`src/rtl/seq_alu.sv`:
```
// rtl/seq_alu.sv - sequential signed ALU with valid/ready handshakes
// Single-cycle ops register on accept; MUL runs one shift-add step per cycle.
module seq_alu #(
  parameter int WIDTH = 8
) (
  input  logic             clk,
  input  logic             rst_n,
  input  logic             in_valid,
  output logic             in_ready,
  input  logic [WIDTH-1:0] in0,
  input  logic [WIDTH-1:0] in1,
  input  logic [2:0]       op,
  output logic             out_valid,
  input  logic             out_ready,
  output logic [WIDTH-1:0] out,
  output logic             flag_z,
  output logic             flag_n,
  output logic             flag_v
);

  localparam int CW = $clog2(WIDTH);

  localparam logic [2:0] OP_ADD = 3'b000;
  localparam logic [2:0] OP_SUB = 3'b001;
  localparam logic [2:0] OP_AND = 3'b010;
  localparam logic [2:0] OP_OR  = 3'b011;
  localparam logic [2:0] OP_XOR = 3'b100;
  localparam logic [2:0] OP_SLT = 3'b101;
  localparam logic [2:0] OP_MUL = 3'b110;

  typedef enum logic [1:0] {
    S_IDLE,
    S_MUL,
    S_HOLD
  } state_t;

  state_t state, state_nxt;

  logic                   accept;
  logic                   last_step;
  logic [CW-1:0]          cnt;
  logic [2*WIDTH-1:0]     acc;
  logic [2*WIDTH-1:0]     mcand;
  logic [2*WIDTH-1:0]     addend;
  logic [2*WIDTH-1:0]     acc_nxt;
  logic [WIDTH-1:0]       mplier;
  logic [WIDTH-1:0]       sum;
  logic [WIDTH-1:0]       diff;
  logic [WIDTH-1:0]       alu_res;
  logic                   alu_v;

  assign accept    = in_valid & in_ready;
  assign last_step = (cnt == CW'(WIDTH - 1));

  always_ff @(posedge clk or negedge rst_n) begin
    if (!rst_n) begin
      state <= S_IDLE;
    end else begin
      state <= state_nxt;
    end
  end

  always_comb begin
    state_nxt = state;
    in_ready  = 1'b0;
    out_valid = 1'b0;
    case (state)
      S_IDLE: begin
        in_ready = 1'b1;
        if (in_valid) begin
          state_nxt = (op == OP_MUL) ? S_MUL : S_HOLD;
        end
      end
      S_MUL: begin
        if (last_step) begin
          state_nxt = S_HOLD;
        end
      end
      S_HOLD: begin
        out_valid = 1'b1;
        in_ready  = out_ready;
        if (out_ready) begin
          if (in_valid) begin
            state_nxt = (op == OP_MUL) ? S_MUL : S_HOLD;
          end else begin
            state_nxt = S_IDLE;
          end
        end
      end
      default: state_nxt = S_IDLE;
    endcase
  end

  always_comb begin
    sum     = in0 + in1;
    diff    = in0 - in1;
    alu_res = '0;
    alu_v   = 1'b0;
    case (op)
      OP_ADD: begin
        alu_res = sum;
        alu_v   = (in0[WIDTH-1] == in1[WIDTH-1]) && (sum[WIDTH-1] != in0[WIDTH-1]);
      end
      OP_SUB: begin
        alu_res = diff;
        alu_v   = (in0[WIDTH-1] != in1[WIDTH-1]) && (diff[WIDTH-1] != in0[WIDTH-1]);
      end
      OP_AND:  alu_res = in0 & in1;
      OP_OR:   alu_res = in0 | in1;
      OP_XOR:  alu_res = in0 ^ in1;
      OP_SLT:  alu_res = {{(WIDTH-1){1'b0}}, ($signed(in0) < $signed(in1))};
      default: alu_res = '0;
    endcase
  end

  // The multiplier's sign bit carries negative weight, so the final step subtracts.
  always_comb begin
    addend = '0;
    if (mplier[0]) begin
      addend = last_step ? ('0 - mcand) : mcand;
    end
    acc_nxt = acc + addend;
  end

  always_ff @(posedge clk or negedge rst_n) begin
    if (!rst_n) begin
      out    <= '0;
      flag_z <= 1'b0;
      flag_n <= 1'b0;
      flag_v <= 1'b0;
      acc    <= '0;
      mcand  <= '0;
      mplier <= '0;
      cnt    <= '0;
    end else if (accept) begin
      if (op == OP_MUL) begin
        mcand  <= {{WIDTH{in0[WIDTH-1]}}, in0};
        mplier <= in1;
        acc    <= '0;
        cnt    <= '0;
      end else begin
        out    <= alu_res;
        flag_z <= (alu_res == '0);
        flag_n <= alu_res[WIDTH-1];
        flag_v <= alu_v;
      end
    end else if (state == S_MUL) begin
      acc    <= acc_nxt;
      mcand  <= mcand << 1;
      mplier <= mplier >> 1;
      cnt    <= cnt + CW'(1);
      if (last_step) begin
        out    <= acc_nxt[WIDTH-1:0];
        flag_z <= (acc_nxt[WIDTH-1:0] == '0);
        flag_n <= acc_nxt[WIDTH-1];
        // Overflow unless the upper half is a pure sign extension of the result.
        flag_v <= (acc_nxt[2*WIDTH-1:WIDTH-1] != {(WIDTH+1){acc_nxt[WIDTH-1]}});
      end
    end
  end

endmodule

```
`config.mk`:
```
export PLATFORM = sky130hd
export DESIGN_NAME = seq_alu
export DESIGN_NICKNAME = d
export VERILOG_FILES = /design/src/rtl/seq_alu.sv
export SDC_FILE = /design/constraint.sdc
export NUM_CORES = 1
export LEC_CHECK = 0
export ABC_AREA = 0
export BUFFER_PORTS_ARGS = -buffer_cell sky130_fd_sc_hd__buf_4
export CAP_MARGIN = 30
export CORE_MARGIN = 5
export CORE_UTILIZATION = 35
export CTS_CLUSTER_DIAMETER = 30
export DETAILED_ROUTE_END_ITERATION = 8
export SLEW_MARGIN = 20
export SYNTH_ARGS = -nofsm -noshare
export SYNTH_HDL_FRONTEND = slang
export SYNTH_SLANG_ARGS = --single-unit
export TNS_END_PERCENT = 50
```
`constraint.sdc`:
```
create_clock -name clk -period 5 [get_ports clk]
set_input_delay 0.25 -clock clk [delete_from_list [all_inputs] [get_ports clk]]
set_output_delay 0.25 -clock clk [all_outputs]
set_load 0.01 [all_outputs]
```
==> flow_metrics.tcl <==
set metrics [dict create \
    vias 4128 \
    tns_ps 0 \
    setup_violations 0 \
    p_leak_nw 2.366 \
    rsz0062_at_grt "no" \
    start_util_pct 35.49 \
    grt_pass1_vias 4090 \
    syn_avg_cell_area_sq_um 8.270 \
    status "finished with violations" \
    route.detailed.drc 0 \
    diodes 0 \
    fmax_ghz 0.2430 \
    synth-edff-count 0 \
    cp-start-kind "flop" \
    startpoint "cnt[0]" \
    slew_headroom_pct 36.75 \
    detail-route-antenna-nets 0 \
    cts_setup_buffers 0 \
    die_h_um 125.6 \
    synth_top_area_cell "dfrtp_1" \
    dieWidth_um 125.6 \
    cts.sinks 55 \
    synth-warning-count 0 \
    cts_resized 0 \
    vias_per_cell 5.446 \
    first_pass_iters 5 \
    wl_um 12450 \
    netlist_area_sq_mm 0.004681 \
    crit_required_ps 5220 \
    portBuffers 35 \
    hold_viol_final 18 \
    yosys.area.top_type_share_pct 29.40 \
    powerDensity_mw_per_mm2 497.6 \
    period_needed_ps 4115 \
    wl_per_cell_um 16.43 \
    gp_congestion 0.9205 \
    setup_slack_ps 885.0 \
    core_sq_mm 0.01319 \
    drive_gt1_share_pct 9.794 \
    async_reset_ff_share_pct 100.0 \
    synthTopCellsByCount "72 x nand2_1, 55 x dfrtp_1, 44 x a21oi_1" \
    cp_max_fo 21 \
    tightest_slew_ps 944.5 \
    slew_viol_final 0 \
    grt_pass1_wl_um 20820 \
    synth-main-ff-cell "dfrtp_1" \
    tritoncts "yes" \
    synth.area.top_cells "dfrtp_1 29%, ha_1 11%, nand2_1 5.8%" \
    dp_hpwl_um 9439 \
    hp-class "primary input to async pin" \
    drt_iter0_drc 331 \
    clockBufferDepth 2 \
    arrival_ps 4330 \
    holdWs_ps -11.57 \
    path_clk_slew_ps 80 \
    track_usage_pct 16.09 \
    crit_type "flop to flop" \
    clk_latency_ps 310 \
    synth.most_common_cell "nand2_1" \
    ios 36 \
    cts_buffers 5 \
    end_kind "flop" \
    yosys.cell_types.count 62 \
    fillers 1358 \
    r2r_start "cnt[0]" \
    syn2layout_area_growth_pct 11.07 \
    antenna_found_initial 0 \
    postSynthCellCount 566 \
    overflow 0 \
    fin_util_pct 39.41 \
    grt_max_degree 56 \
    rows 42 \
    die_area_sq_mm 0.01579 \
    layout.nets 649 \
    timing.final.crit_share_pct 82.30 \
    cts_hold_buf 0 \
    violations "hold timing" \
    htreeDepth 2 \
    place_ws_ps 919.0 \
    fin_skew_ps 5.397 \
    cts-root-buf "clkbuf_16" \
    syn_nets 634 \
    maxCapViolations 0 \
    ys_seq_elements 55 \
    seq_area_frac_synth_pct 29.40 \
    peakVddDrop_mv 0.1837 \
]
-- registers in the layout, summed over array words and instances, names as in the netlist --
register	count
acc	16
cnt	3
flag_v	1
flag_z	1
mcand	16
mplier	8
out	8
state	2
-- critical path: stages, from the launching register on --
cell and delay (ps):
dfrtp_1 380, ha_1 160, ha_1 560, a21boi_0 440, xor2_1 120, and2_1 180
ha_1 360, a21oi_1 390, o211ai_1 170, a31oi_1 310, o21ai_0 220, xor2_1 270
nor2_1 80, and4_4 190, o31ai_1 190
-- area by class of cell --
class                           instances  area, sq um  area share [%]
Clock inverter                          3        23.77          0.4573
Timing Repair Buffer                   39        292.8           5.632
Sequential cell                        55         1376           26.47
Multi-Input combinational cell        447         3037           58.41
Tap cell                              176        220.2           4.236
Clock buffer                            5        125.1           2.407
Inverter                               33        123.9           2.383
-- power breakdown --
group          switching, W  total, W  internal (W)  leakage, nW
Sequential         0.000213  0.000846      0.000633        0.692
Clock              0.000182  0.000370      0.000188       0.0664
Combinational      0.000772   0.00137      0.000598         1.61
Total               0.00117   0.00259       0.00142         2.37
-- final timing paths --
check	endpoint	slack, ps	depth (start not counted)
min	acc[1]	-10	1
min reg2reg	mplier[7]	480	2
max in group asynchronous	mcand[7]	4520	1
max reg2reg	flag_v	880	14
min in group clk	mcand[0]	200	3
max	flag_v	880	14
-- metal layers --
metal	global-route usage (%)	part of all wire, %	vias to the layer above
met4	4.656	1.4	0
li1	-	-	2064
met1	23.28	50	1958
met2	24.76	45	94
met3	2.667	4.0	12
met5	0	0	-
-- layout by cell type, fill, tap and decap left out, types with 9 or more instances in the layout --
cell type / synthesis / final
and2_1: 10 / 10
a22o_1: 15 / 15
o211ai_1: 10 / 10
ha_1: 42 / 42
nand3_1: 9 / 9
o21ai_0: 35 / 35
nand2_1: 72 / 72
nor2b_1: 13 / 12
xor2_1: 12 / 12
nor2_1: 32 / 32
a21oi_1: 44 / 44
a31oi_1: 19 / 18
buf_4: 3 / 39
xnor2_1: 20 / 20
inv_1: 33 / 33
dfrtp_1: 55 / 55
nand2b_1: 10 / 10
-- per-stage QoR --
step | instances | cell area (sq um) | power, W
floorplan | 566 | 4681 | 0.001831
global placement | 749 | 5042 | 0.002199
detailed placement | 749 | 5042 | 0.002214
CTS | 757 | 5191 | 0.002597
global route | 758 | 5199 | 0.002816
finish | 758 | 5199 | 0.002587
-- cells by family after synthesis --
group,share of synthesized area (%)
adders and majority gates,12.51
AOI/OAI and AO/OA,25.07
DFF,29.40
muxes,1.497
buffers and inverters,5.907
xor gates and xnor gates,5.988
and+or+nand+nor,19.62
(Power assumes the default switching activity.)
